[src/rtl/ifft_cfg_sequencer.sv]
// ifft_cfg_sequencer: sends a config word to the IFFT core, then gates NFFT-sample frames through with tlast regenerated.
module ifft_cfg_sequencer #(
  parameter int         NFFT        = 16,
  parameter logic [7:0] DEF_SCALE   = 8'hAA,
  parameter logic       DEF_FWD_INV = 1'b0
) (
  input  logic        aclk,
  input  logic        areset,
  input  logic [31:0] s_axis_data_tdata,
  input  logic        s_axis_data_tvalid,
  input  logic        s_axis_data_tlast,
  output logic        s_axis_data_tready,
  output logic [31:0] m_axis_data_tdata,
  output logic        m_axis_data_tvalid,
  output logic        m_axis_data_tlast,
  input  logic        m_axis_data_tready,
  output logic [15:0] m_axis_config_tdata,
  output logic        m_axis_config_tvalid,
  input  logic        m_axis_config_tready,
  input  logic [7:0]  cfg_scale,
  input  logic        cfg_fwd_inv,
  input  logic        cfg_update,
  output logic [15:0] frame_count,
  output logic        err_tlast_missing,
  output logic        err_tlast_unexpected,
  output logic        in_cfg
);
  localparam int CW = $clog2(NFFT);
  localparam logic [8:0] DEF_CFG = {DEF_SCALE, DEF_FWD_INV};
  typedef enum logic {CFG, DATA} state_t;
  state_t state_q, state_d;
  logic [CW-1:0] cnt_q, cnt_d;
  logic [15:0] frame_q, frame_d;
  logic pend_q, pend_d, em_q, eu_q, beat, last, apply;
  logic [8:0] next_q, next_d, active_q, active_d, cfg_in, cfg_new;
  // A new configuration only lands at a frame boundary or on a config handshake.
  always_comb begin
    cfg_in   = {cfg_scale, cfg_fwd_inv};
    beat     = state_q == DATA && s_axis_data_tvalid && m_axis_data_tready;
    last     = cnt_q == CW'(NFFT - 1);
    apply    = pend_q | cfg_update;
    cfg_new  = cfg_update ? cfg_in : next_q;
    state_d  = state_q;
    cnt_d    = cnt_q;
    frame_d  = frame_q;
    pend_d   = pend_q | cfg_update;
    next_d   = cfg_update ? cfg_in : next_q;
    active_d = active_q;
    if (state_q == CFG && m_axis_config_tready) begin
      if (apply) begin
        active_d = cfg_new;
        pend_d   = 1'b0;
      end else begin
        state_d = DATA;
        cnt_d   = '0;
      end
    end else if (beat) begin
      cnt_d   = last ? '0 : cnt_q + 1'b1;
      frame_d = last ? frame_q + 16'd1 : frame_q;
      if (last && apply) begin
        state_d  = CFG;
        active_d = cfg_new;
        pend_d   = 1'b0;
      end
    end
  end
  always_ff @(posedge aclk) begin
    if (areset) begin
      state_q  <= CFG;
      cnt_q    <= '0;
      frame_q  <= '0;
      pend_q   <= 1'b0;
      next_q   <= DEF_CFG;
      active_q <= DEF_CFG;
      em_q     <= 1'b0;
      eu_q     <= 1'b0;
    end else begin
      state_q  <= state_d;
      cnt_q    <= cnt_d;
      frame_q  <= frame_d;
      pend_q   <= pend_d;
      next_q   <= next_d;
      active_q <= active_d;
      em_q     <= beat & last & ~s_axis_data_tlast;
      eu_q     <= beat & ~last & s_axis_data_tlast;
    end
  end
  assign in_cfg               = state_q == CFG;
  assign m_axis_config_tvalid = in_cfg;
  assign m_axis_config_tdata  = {7'b0, active_q};
  assign s_axis_data_tready   = !in_cfg && m_axis_data_tready;
  assign m_axis_data_tvalid   = !in_cfg && s_axis_data_tvalid;
  assign m_axis_data_tdata    = s_axis_data_tdata;
  assign m_axis_data_tlast    = !in_cfg && last;
  assign frame_count          = frame_q;
  assign err_tlast_missing    = em_q;
  assign err_tlast_unexpected = eu_q;
endmodule

[config.mk]
export PLATFORM = sky130hd
export DESIGN_NAME = ifft_cfg_sequencer
export DESIGN_NICKNAME = d
export VERILOG_FILES = /design/src/rtl/ifft_cfg_sequencer.sv
export SDC_FILE = /design/constraint.sdc
export NUM_CORES = 1
export LEC_CHECK = 0
export ABC_AREA = 1
export BUFFER_PORTS_ARGS = -buffer_cell sky130_fd_sc_hd__buf_2
export CAP_MARGIN = 20
export CELL_PAD_IN_SITES_DETAIL_PLACEMENT = 0
export CELL_PAD_IN_SITES_GLOBAL_PLACEMENT = 1
export CORE_AREA = 2 2 89 91
export CTS_CLUSTER_DIAMETER = 200
export DETAILED_ROUTE_END_ITERATION = 7
export DIE_AREA = 0 0 91 93
export PLACE_DENSITY = 0.82
export SLEW_MARGIN = 20
export SYNTH_ARGS = -nofsm -noshare
export SYNTH_HDL_FRONTEND = slang
export SYNTH_SLANG_ARGS = --single-unit
[constraint.sdc]
create_clock -name aclk -period 1.6 [get_ports aclk]
set_input_delay 0 -clock aclk [delete_from_list [all_inputs] [get_ports aclk]]
set_output_delay 0 -clock aclk [all_outputs]
set_load 0.005 [all_outputs]
## Word-level counts from Yosys, hierarchy flattened

Cells that the tools add are included.

- Add/sub/neg operators: 2
- Equal/unequal tests: 3
- Multiplexer cells: 15
- Bitwise logic cells: 9
- Reduce and logical (&&, ||, !) cells: 13

Operators with widths:

| kind | count |
|---|---|
| 2-to-1 mux 9 bit | 5 |
| adder 16 x 1 -> 16 bit (second input constant) | 1 |
| 2-to-1 mux 4 bit | 4 |
| AND reduction 3 bit | 3 |
| logical AND 1 bit | 6 |
| 2-to-1 mux 1 bit | 6 |
| adder 4 x 1 -> 4 bit (second input constant) | 1 |
| bitwise AND 1 bit | 4 |
| equality test 4 bit (second input constant) | 1 |
| inequality test 2 bit (second input constant) | 2 |
| inverter 1 bit | 4 |
| nonzero test 2 bit | 2 |
| AND reduction 2 bit | 1 |
| OR reduction 2 bit | 1 |
| bitwise OR 1 bit | 1 |

- Register bits after elaboration: 42
- Input port bits: 48
- Output and inout bits: 71
- Logic and storage cells: 50

## Longest topological paths before layout

- Depth in word-level cells: 5
- Gate-level depth with buffers: 9
- Gate-level depth less buffers: 9

## Worst setup path before layout

OpenSTA, ideal clock, no wires.

- Kind: reg2reg
- From: register cnt_q[0]
- To: register active_q[0]
- Setup time: 116 ps
- Arrival: 1,248 ps
- Required time: 1,484 ps
- Path slack: 236 ps
- Cell stages (with the launch flop): 8
- Buffers on the path: 0
- Period minus slack after synthesis: 1,364 ps
- Cells stage by stage: dfxtp_1 -> ha_1 -> nand3_4 -> nor2_4 -> o21ai_2 -> inv_2 -> nor2_1 -> nor2_1

- Word-level cells in the longest chain between the ends: 4

RTL lines:

| item | line | source |
|---|---|---|
| start, declared | 32 | `logic [CW-1:0] cnt_q, cnt_d;` |
| start signal, assigned | 79 | `cnt_q <= cnt_d;` |
| equality test 4 bit | 40 | `last = cnt_q == CW'(NFFT - 1);` |
| logical AND 1 bit | 60 | `if (last && apply) begin` |
| nonzero test 2 bit (no line) | -- |  |
| AND reduction 3 bit (no line) | -- |  |
| end signal, assigned | 83 | `active_q <= active_d;` |
| end, declared | 35 | `logic [8:0] next_q, next_d, active_q, active_d, cfg_in, cfg_new;` |

No other way between the ends.
A chain may end at the register's enable or synchronous reset.

## Final worst setup path

- From: register cnt_q[1]
- To: register active_q[7]

The elaborated chain is that of the path after synthesis.

==> summary.txt <==
Layout
  • Non-filler cells, final: 439
  • Synth-to-Final Area Change: 13.6%
  • Number of diodes: 0
  • Share of post-route cells with drive strength above 1: 23.1%
  • Post-Route Utilization: 32.9%
  • Fillers: 852
  • Fin nets: 386

Setup path
  • Worst path required time: 1.78 ns
  • FF-to-FF setup slack: 0.14 ns
  • Worst-path fanout max: 5
  • R2r startpoint: cnt_q[1]$_SDFFE_PP0P_
  • Worst path arrival time: 1.64 ns
  • Critical setup path kind: flip-flop to flip-flop
  • R2R cell count: 8
  • R2R Path End: active_q[7]$_SDFFE_PP0P_
  • CP endpoint kind: flip-flop
  • Crit start category: flip-flop

Clock tree
  • CTS Sinks: 42
  • CTS tree: built
  • Total CTS buffers: 5
  • Clk_lat worst skew: 0.29 ns
  • Maximum clock path buffer count: 2
  • CTS root buf: clkbuf_8
  • CTS clock-pin slew for the worst setup and hold paths: 0.07 ns
  • H-Tree Level Count: 2

Synthesis
  • Area contributors post-synth: dfxtp_1, buf_4, nand2_1, nor2_1, inv_1
  • Synth Area per Inst: 7.11 µm²
  • Area leader, netlist: dfxtp_1
  • Synthesis warning total: 0
  • Count of cell types in the netlist: 31
  • Most common cell in the netlist: nand2_1
  • Post-synthesis register bit count: 42
  • Post-synth EDFFs: 0
  • Post-Syn Instances: 307
  • Synth top cells by count: nand2_1, nor2_1, dfxtp_1, buf_4, inv_1
  • Top cell type's share of synthesized area: 38.5%
  • Ys async rst share: 0%
  • Synth Flop Type: dfxtp_1
  • Register area share after synthesis: 38.5%
  • Post-synthesis cell area: 2180 µm²

Timing
  • Fmax: 0.685 GHz
  • Setup TNS: 0 ns
  • Final count of negative-setup-slack endpoints: 0
  • Worst hold slack: 0.00000198 ns
  • Post-route minimum period: 1.46 ns
  • Max Slew Vio Count: 0
  • Tcrit/Tclk final: 91.2%
  • RSZ-0062 raised after global routing: false
  • Final Hold Vio Count: 0
  • Post-Route Skew: 0.00870 ns

Floorplan
  • Io pins: 119
  • Die Wd: 91 µm
  • Die Y: 93 µm
  • Initial Util: 29.0%
  • Site Rows: 32
  • Die area: 8460 µm²
  • Core area: 7530 µm²

Route
  • 1st-iter DRT viols: 44
  • Drt via density: 4.18
  • Antenna-violating nets left: 0
  • Routed WL per cell: 10.3 µm
  • Vias: 1834
  • Drt total wl: 4.52 mm
  • DRC viols: 0
  • Drt first pass iters: 4

Placed design
  • Placed Cells: 421
  • PortBufs: 47
  • RePlAce Congestion: 0.778
  • Hpwl dp: 3.38 mm

Power
  • Pwr dens: 855 nW/µm²
  • Worst vdd ir: 0.000350 V
  • Leak pwr: 1.19 nW

Worst hold path
  • HP Class: input pin to output pin
  • Worst hold start: s_axis_data_tdata[19]
  • Hold worst-path end: m_axis_data_tdata[19]
  • WHS Path Cells: 0

Global route
  • First-pass GRT wire length: 7.33 mm
  • Largest net degree at the start of global routing: 25
  • Initial antenna violation count: 0
  • Global-route usage over all layers: 10.6%
  • Vias in the first global route: 1627
  • Total gr overflow: 0

Status
  • Status: finished clean

Run
  • Max_cap viols: 0
==> final cells by class <==
| type | count | area [µm²] | share of cell area [%] |
|---|---|---|---|
| flip-flops and latches | 42 | 841 | 33.9 |
| well taps | 102 | 128 | 5.15 |
| clock buffers | 7 | 76.3 | 3.08 |
| repair buffers | 62 | 360 | 14.5 |
| multi-input cells | 192 | 920 | 37.1 |
| inverters | 33 | 124 | 5.00 |
| clock inverters | 1 | 30.0 | 1.21 |
==> cell usage in the layout, fill, tap and decap left out, drive strengths merged <==
cell type | netlist | final
dlygate4sd3 | 0 | 5
and3 | 1 | 1
nor3 | 2 | 2
a211oi | 1 | 1
nand2 | 61 | 61
buf | 43 | 57
bufinv | 0 | 1
o21a | 5 | 5
nor2 | 58 | 58
a221oi | 1 | 1
o22ai | 1 | 1
conb | 1 | 7
nor4 | 1 | 1
o21bai | 1 | 1
clkbuf | 3 | 7
dfxtp | 42 | 42
a21oi | 9 | 9
inv | 33 | 33
ha | 2 | 2
nand3 | 19 | 19
o21ai | 11 | 11
xor2 | 1 | 1
or2 | 5 | 5
nand4 | 6 | 6
==> cell families (layout without fill, tap and decap cells) <==
family                     Yosys count  count (layout)  synth area share, %
buffers and inverters               79             103                 20.9
xor gates and xnor gates             1               1                0.401
DFF                                 42              42                 38.5
other                                1               7                0.172
and+or+nand+nor                    153             153                 31.0
adders and majority gates            2               2                 1.15
AOI/OAI and AO/OA                   29              29                 7.86
==> how the worst max path moves through the flow <==
stage | startpoint | endpoint | slack, ns | cells after the start
finish | cnt_q[1]$_SDFFE_PP0P_ | active_q[7]$_SDFFE_PP0P_ | 0.14 | 8
global route | cnt_q[1]$_SDFFE_PP0P_ | frame_count[9]$_SDFFE_PP0P_ | 0.03 | 9
CTS | cnt_q[1]$_SDFFE_PP0P_ | active_q[5]$_SDFFE_PP0P_ | 0.02 | 7
detailed placement | cnt_q[1]$_SDFFE_PP0P_ | active_q[5]$_SDFFE_PP0P_ | 0.04 | 7
global placement | cnt_q[1]$_SDFFE_PP0P_ | active_q[3]$_SDFFE_PP0P_ | 0.1 | 7
floorplan | cnt_q[0]$_SDFFE_PP0P_ | active_q[0]$_SDFFE_PP0P_ | 0.24 | 7
==> routing by layer <==
metal	track usage [%]	part of all wire [%]
met1	13.1	46
met2	17.7	45
met3	3.30	7.0
met4	3.79	1.3
met5	0	0
==> power by group <==
group	switching, mW	leakage [nW]	internal, mW
logic	0.115	0.797	0.0933
registers	0.0171	0.343	1.08
clock network	0.342	0.0524	0.467
==> sequential cells by signal (all words and copies together) (netlist names) <==
signal and flops:
cnt_q 4, active_q 9, state_q 1, frame_count 16, err_tlast_unexpected 1, err_tlast_missing 1
pend_q 1, next_q 9
==> per-stage QoR <==
step / worst slack (ns) / power (mW) / cell area (µm²)
final: 0.140 / 2.12 / 2480
after global routing: 0.0318 / 2.22 / 2480
after CTS: 0.0199 / 2.16 / 2430
after detailed placement: 0.0365 / 1.32 / 2270
after global placement: 0.0994 / 1.31 / 2270
after floorplan: 0.236 / 1.32 / 2200
==> repair_timing <==
action                     CTS  global route
setup buffers                0             5
resized for setup            0             3
setup endpoints to repair    0            16
hold endpoints to repair     6             0
hold buffers                 5             0
==> critical path, stage by stage, from the launching register on <==
cell and delay, ns:
dfxtp_1 0.36, ha_2 0.22, nand3_4 0.09, nor2_4 0.10
buf_4 0.14, o21ai_4 0.08, buf_4 0.16, o21ai_0 0.15
nor2_1 0.05
No activity file was read; power rests on OpenSTA's default activity.
